==> src/rtl/fifo_pkg.sv <==
// Shared constants and Gray-code helpers for the async FIFO pointer logic.
// Helpers work on a 32-bit word; callers zero-extend and truncate to their pointer width.
package fifo_pkg;

    localparam int DEFAULT_DATA_WIDTH  = 32;
    localparam int DEFAULT_ADDR_WIDTH  = 5;
    localparam int DEFAULT_SYNC_STAGES = 2;
    localparam int PTR_MAX_W           = 32;

    typedef logic [PTR_MAX_W-1:0] ptr_word_t;

    function automatic ptr_word_t bin2gray(input ptr_word_t bin);
        return bin ^ (bin >> 1);
    endfunction

    // Zero-extended Gray input keeps the upper bits zero, so truncation stays exact.
    function automatic ptr_word_t gray2bin(input ptr_word_t gray);
        ptr_word_t bin;
        bin[PTR_MAX_W-1] = gray[PTR_MAX_W-1];
        for (int i = PTR_MAX_W - 2; i >= 0; i--) begin
            bin[i] = bin[i+1] ^ gray[i];
        end
        return bin;
    endfunction

endpackage

==> src/rtl/fifo_ptr_sync.sv <==
// Multi-flop synchronizer bringing a Gray-coded write pointer into the rclk domain.
module fifo_ptr_sync #(
    parameter int WIDTH       = 6,
    parameter int SYNC_STAGES = 2
) (
    input  logic             rclk,
    input  logic             hw_rst_n,
    input  logic [WIDTH-1:0] async_ptr,
    output logic [WIDTH-1:0] sync_ptr
);

    logic [WIDTH-1:0] stages [SYNC_STAGES];

    // NOTE: only the hardware reset clears these flops; a soft reset must not drop
    // a pointer that is still crossing, so the chain keeps sampling through it.
    always_ff @(posedge rclk or negedge hw_rst_n) begin
        if (!hw_rst_n) begin
            for (int i = 0; i < SYNC_STAGES; i++) begin
                stages[i] <= '0;
            end
        end else begin
            stages[0] <= async_ptr;
            for (int i = 1; i < SYNC_STAGES; i++) begin
                stages[i] <= stages[i-1];
            end
        end
    end

    assign sync_ptr = stages[SYNC_STAGES-1];

endmodule

==> src/rtl/fifo_rd_ctrl.sv <==
// Read-side controller of an async FIFO: read pointer, read data register, flags and level.
// Define FIFO_UNDERFLOW_STICKY_EN to hold underflow high until the next reset.
module fifo_rd_ctrl
    import fifo_pkg::*;
#(
    parameter int DATA_WIDTH  = DEFAULT_DATA_WIDTH,
    parameter int ADDR_WIDTH  = DEFAULT_ADDR_WIDTH,
    parameter int SYNC_STAGES = DEFAULT_SYNC_STAGES
) (
    input  logic                  rclk,
    input  logic                  hw_rst_n,
    input  logic                  sw_rst,
    input  logic                  read_enable,
    input  logic [ADDR_WIDTH-1:0] aempty_value,
    input  logic [ADDR_WIDTH:0]   wptr_gray,
    input  logic [DATA_WIDTH-1:0] mem_rdata,
    output logic [ADDR_WIDTH-1:0] mem_raddr,
    output logic [ADDR_WIDTH:0]   rptr_gray,
    output logic [DATA_WIDTH-1:0] read_data,
    output logic                  rdempty,
    output logic                  rd_almost_empty,
    output logic                  underflow,
    output logic [ADDR_WIDTH:0]   fifo_read_count,
    output logic [ADDR_WIDTH:0]   rd_level
);

    localparam int PTR_W = ADDR_WIDTH + 1;

    logic [PTR_W-1:0] wptr_sync;
    logic [PTR_W-1:0] wbin_sync;
    logic [PTR_W-1:0] rbin;
    logic [PTR_W-1:0] rbin_next;
    logic [PTR_W-1:0] rgray_next;
    logic [PTR_W-1:0] level_next;
    logic             accept;
    logic             rejected;
    logic             empty_next;
    logic             aempty_next;
    logic             underflow_next;

    fifo_ptr_sync #(
        .WIDTH       (PTR_W),
        .SYNC_STAGES (SYNC_STAGES)
    ) u_wptr_sync (
        .rclk      (rclk),
        .hw_rst_n  (hw_rst_n),
        .async_ptr (wptr_gray),
        .sync_ptr  (wptr_sync)
    );

    // NOTE: every signal here is assigned on every pass, so no latch can be inferred.
    always_comb begin
        accept      = read_enable & ~rdempty;
        rejected    = read_enable & rdempty;
        rbin_next   = rbin + PTR_W'(accept);
        rgray_next  = PTR_W'(bin2gray(ptr_word_t'(rbin_next)));
        wbin_sync   = PTR_W'(gray2bin(ptr_word_t'(wptr_sync)));
        level_next  = wbin_sync - rbin_next;
        empty_next  = (rgray_next == wptr_sync);
        aempty_next = (level_next <= PTR_W'(aempty_value));
    end

`ifdef FIFO_UNDERFLOW_STICKY_EN
    assign underflow_next = underflow | rejected;
`else
    assign underflow_next = rejected;
`endif

    // Soft reset clears everything the hardware reset does except the synchronizer.
    always_ff @(posedge rclk or negedge hw_rst_n) begin
        if (!hw_rst_n) begin
            rbin            <= '0;
            rptr_gray       <= '0;
            read_data       <= '0;
            fifo_read_count <= '0;
            rd_level        <= '0;
            rdempty         <= 1'b1;
            rd_almost_empty <= 1'b1;
            underflow       <= 1'b0;
        end else if (sw_rst) begin
            rbin            <= '0;
            rptr_gray       <= '0;
            read_data       <= '0;
            fifo_read_count <= '0;
            rd_level        <= '0;
            rdempty         <= 1'b1;
            rd_almost_empty <= 1'b1;
            underflow       <= 1'b0;
        end else begin
            rbin            <= rbin_next;
            rptr_gray       <= rgray_next;
            rd_level        <= level_next;
            rdempty         <= empty_next;
            rd_almost_empty <= aempty_next;
            underflow       <= underflow_next;
            if (accept) begin
                read_data       <= mem_rdata;
                fifo_read_count <= fifo_read_count + PTR_W'(1);
            end
        end
    end

    assign mem_raddr = rbin[ADDR_WIDTH-1:0];

endmodule

==> config.mk <==
export PLATFORM = sky130hd
export DESIGN_NAME = fifo_rd_ctrl
export DESIGN_NICKNAME = d
export VERILOG_FILES = /design/src/rtl/fifo_pkg.sv /design/src/rtl/fifo_ptr_sync.sv /design/src/rtl/fifo_rd_ctrl.sv
export SDC_FILE = /design/constraint.sdc
export NUM_CORES = 1
export LEC_CHECK = 0
export CAP_MARGIN = 20
export CORE_MARGIN = 4
export CORE_UTILIZATION = 50
export DETAILED_ROUTE_END_ITERATION = 16
export PLACE_DENSITY = 0.93
export SLEW_MARGIN = 20
export SYNTH_ARGS = -nofsm -noshare
export SYNTH_HDL_FRONTEND = slang
export SYNTH_SLANG_ARGS = --single-unit
==> constraint.sdc <==
create_clock -name rclk -period 7.5 [get_ports rclk]
set_input_delay 1.5 -clock rclk [delete_from_list [all_inputs] [get_ports rclk]]
set_output_delay 1.5 -clock rclk [all_outputs]
set_load 0.01 [all_outputs]
==> results.cfg <==
[floorplan]
initial_utilization = 0.517
row_count = 29
die_width_microns = 89.3
die_area_sq_mm = 0.00797
die_h_microns = 89.3
core_sq_mm = 0.00639
ios = 105

[critical_path]
crit_top_cell = ha_1
start_kind = input pin
crit_path_end_kind = flop
crit_type = input pin to flop
crit_slowest_cell = inv_2
cp_max_fo = 37
worst_ep_arrival_time_ns = 5.36
critPathMaxStageDelay_ns = 0.50
worstPathCellList = clkdlybuf4s50_1 > nand2b_1 > buf_4 > inv_2 > ha_1 > ha_1 > nand3_1 > xor2_1 > ha_1 > xnor2_1 > ha_1 > mux2i_1 > a21oi_1 > o31ai_1
required_ns = 7.75

[synth]
synth_cells = 325
synthArstFlopShare = 1.00
synth_seq_cells = 70
yosys_warnings = 0
synth-edff-count = 0
synth_nets = 386
synth-main-ff-cell = dfrtp_1
synthesis.area_per_instance_sq_um = 10.2
syn_area_sq_mm = 0.00330
yosysSeqAreaShare = 0.531
synthDistinctLibCells = 46

[cells_and_area]
syn_to_final_growth_pct = 38.1
n_antenna_cell = 0
final_cell_area_sq_mm = 0.00456
nNetsFinal = 486
instances_no_fill = 507
drive_above_1_share = 0.0744
post-route-util = 0.715

[placed_design]
dp.cells = 491
dp_hpwl_microns = 5510
io_buffers = 104
placed_area_sq_mm = 0.00436
routabilityCongestion = 0.851
preCtsSetupSlack_ns = 2.07

[detailed_routing]
drc = 0
first_pass_iters = 4
drt_wl_total_microns = 7600
viasPerCell = 5.19
ant_nets = 0
via_count = 2633
dr.first_iter.drc_count = 179
wl_per_cell_microns = 15.0

[global_route]
grt_pass1_vias = 2644
grt_pass1_wl_microns = 11900
grt_overflow = 0
grt_max_degree = 71
antenna_found_initial = 0
grt_use_total = 0.195

[sta]
fin_crit_sh = 0.681
hold_violations = 0
relSlewSlack = 0.427
finalMaxSlewViolations = 0
setup_ws_ns = 2.39
fin_crit_ns = 5.11
fmax_mhz = 196
fin_worst_skew_ns = 0.00699
holdWs_ns = 0.348
rsz0062_at_grt = false
setup_viol = 0
tns_ns = 0
tightest_slew_ns = 0.859

[power_and_ir_drop]
netSwitchingPower_mw = 0.259
ir_drop_mv = 0.147
internal-power_mw = 0.685
total_power_mw = 0.944
seq_power_share = 0.444
p_leak_nw = 2.00
clkPwrFrac = 0.317
combinationalPowerShare = 0.239
p_sw_frac = 0.274
power.density_mw_per_mm2 = 207

[outcome]
outcome = completed

[clock_network]
cts_buffers = 9
cts_resized = 0
cts_root_buf = clkbuf_8
clkLatencyLatePin_ns = 0.34
hold_buffers = 0
cts_tree = built
cts.sinks = 70
postCtsSetupBuffers = 0
clk_pin_slew_ns = 0.07
cts_max_level = 3
cts.path.max_buffers = 2

[min_path]
hold_path_class = flop to flop

[flow_run]
drv_cap = 0
layout by cell type (no fill, tap or decap), drive strengths merged, types with 4 or more instances in the layout:
| cell type | Yosys | final |
|---|---|---|
| nand3 | 5 | 5 |
| buf | 8 | 5 |
| clkinv | 0 | 4 |
| clkdlybuf4s50 | 0 | 102 |
| nor2 | 21 | 21 |
| xor2 | 10 | 10 |
| a21oi | 40 | 40 |
| dfrtp | 68 | 68 |
| and2 | 6 | 6 |
| xnor2 | 16 | 16 |
| clkbuf | 10 | 10 |
| inv | 12 | 12 |
| nor2b | 4 | 4 |
| ha | 13 | 13 |
| o21ai | 6 | 6 |
| nand2 | 70 | 70 |
cell families (layout without fill, tap and decap cells):
kind of cell             count (synthesis)  in the layout  share of synthesized area
adder cells (fa/ha/maj)                 14             14                     0.0553
multiplexers                             4              4                     0.0125
AO/OA/AOI/OAI                           61             61                      0.108
XOR/XNOR                                28             28                     0.0973
flip-flops                              70             70                      0.531
AND/OR/NAND/NOR                        118            118                      0.155
buffers and inverters                   30            135                     0.0405
state kept, by name (all words and copies together), names as in the netlist:
name and flops:
fifo_read_count 6, rbin 6, rd_almost_empty 1, rd_level 6, rdempty 1, read_data 32
rptr_gray 5, u_wptr_sync.stages 6, u_wptr_sync.sync_ptr 6, underflow 1
synth_stat cells (2+ instances only):
cell type / count / share of area
nor2_1: 21 / 0.024
buf_2: 2 / 0.0030
nand4_1: 2 / 0.0038
o21ai_0: 6 / 0.0091
xnor3_1: 2 / 0.014
nand3_1: 5 / 0.0076
nand2_1: 70 / 0.080
a21oi_1: 40 / 0.061
mux2i_1: 3 / 0.0091
nor2b_1: 4 / 0.0076
nand2b_1: 3 / 0.0057
buf_1: 3 / 0.0034
dfstp_2: 2 / 0.016
clkbuf_1: 10 / 0.011
or2b_1: 2 / 0.0045
and2_1: 6 / 0.011
and3_1: 2 / 0.0038
ha_1: 13 / 0.049
xor2_2: 2 / 0.0098
xnor2_2: 2 / 0.0098
o21a_1: 3 / 0.0068
xor2_1: 8 / 0.021
dfrtp_1: 68 / 0.52
inv_1: 11 / 0.013
xnor2_1: 13 / 0.034
buf_6: 2 / 0.0068
cell type report:
| class | instances | area (sq um) |
|---|---|---|
| tap | 77 | 96.3 |
| multi-input combinational | 225 | 1420 |
| sequential | 70 | 1750 |
| inverter | 12 | 45.0 |
| clock inverter | 6 | 61.3 |
| clock buffer | 10 | 138 |
| fill | 487 | 1820 |
| timing repair buffer | 107 | 1050 |
per-layer routing:
layer / vias to the layer above / share of wire / global-route usage
li1: 1271 / - / -
met3: 17 / 0.068 / 0.0461
met4: 0 / 0.021 / 0.0812
met2: 89 / 0.50 / 0.324
met1: 1256 / 0.41 / 0.246
met5: - / 0 / 0
critical path: cells and delay by family:
family / cells / cell delay, ns
buf+inv: 3 / 1.22
fa+ha+maj: 4 / 1.35
xor+xnor: 2 / 0.57
compound gates: 2 / 0.26
mux: 1 / 0.15
simple gates: 2 / 0.29
power groups by stage:
stage                     Clock, mW  Combinational (mW)  Sequential, mW
after global routing          0.323               0.249           0.422
final                         0.299               0.226           0.419
after CTS                     0.306               0.227           0.420
after global placement            0               0.215           0.425
after detailed placement          0               0.226           0.427
after floorplan                   0               0.109           0.436
final timing paths:
| path | from | to | slack (ns) | depth (start not counted) |
|---|---|---|---|---|
| worst max-delay path | read_enable | rd_almost_empty | 2.39 | 14 |
| worst min-delay path | u_wptr_sync.stages[11] | u_wptr_sync.sync_ptr[5] | 0.35 | 0 |
| worst max register to register | rdempty | rd_almost_empty | 3.58 | 14 |
| worst min register to register | u_wptr_sync.stages[11] | u_wptr_sync.sync_ptr[5] | 0.35 | 0 |
| max in group asynchronous | hw_rst_n | rd_level[0] | 5.59 | 2 |
| min in group asynchronous | hw_rst_n | rptr_gray[4] | 1.35 | 2 |
Note: power is estimated with default switching activity, not from simulation.
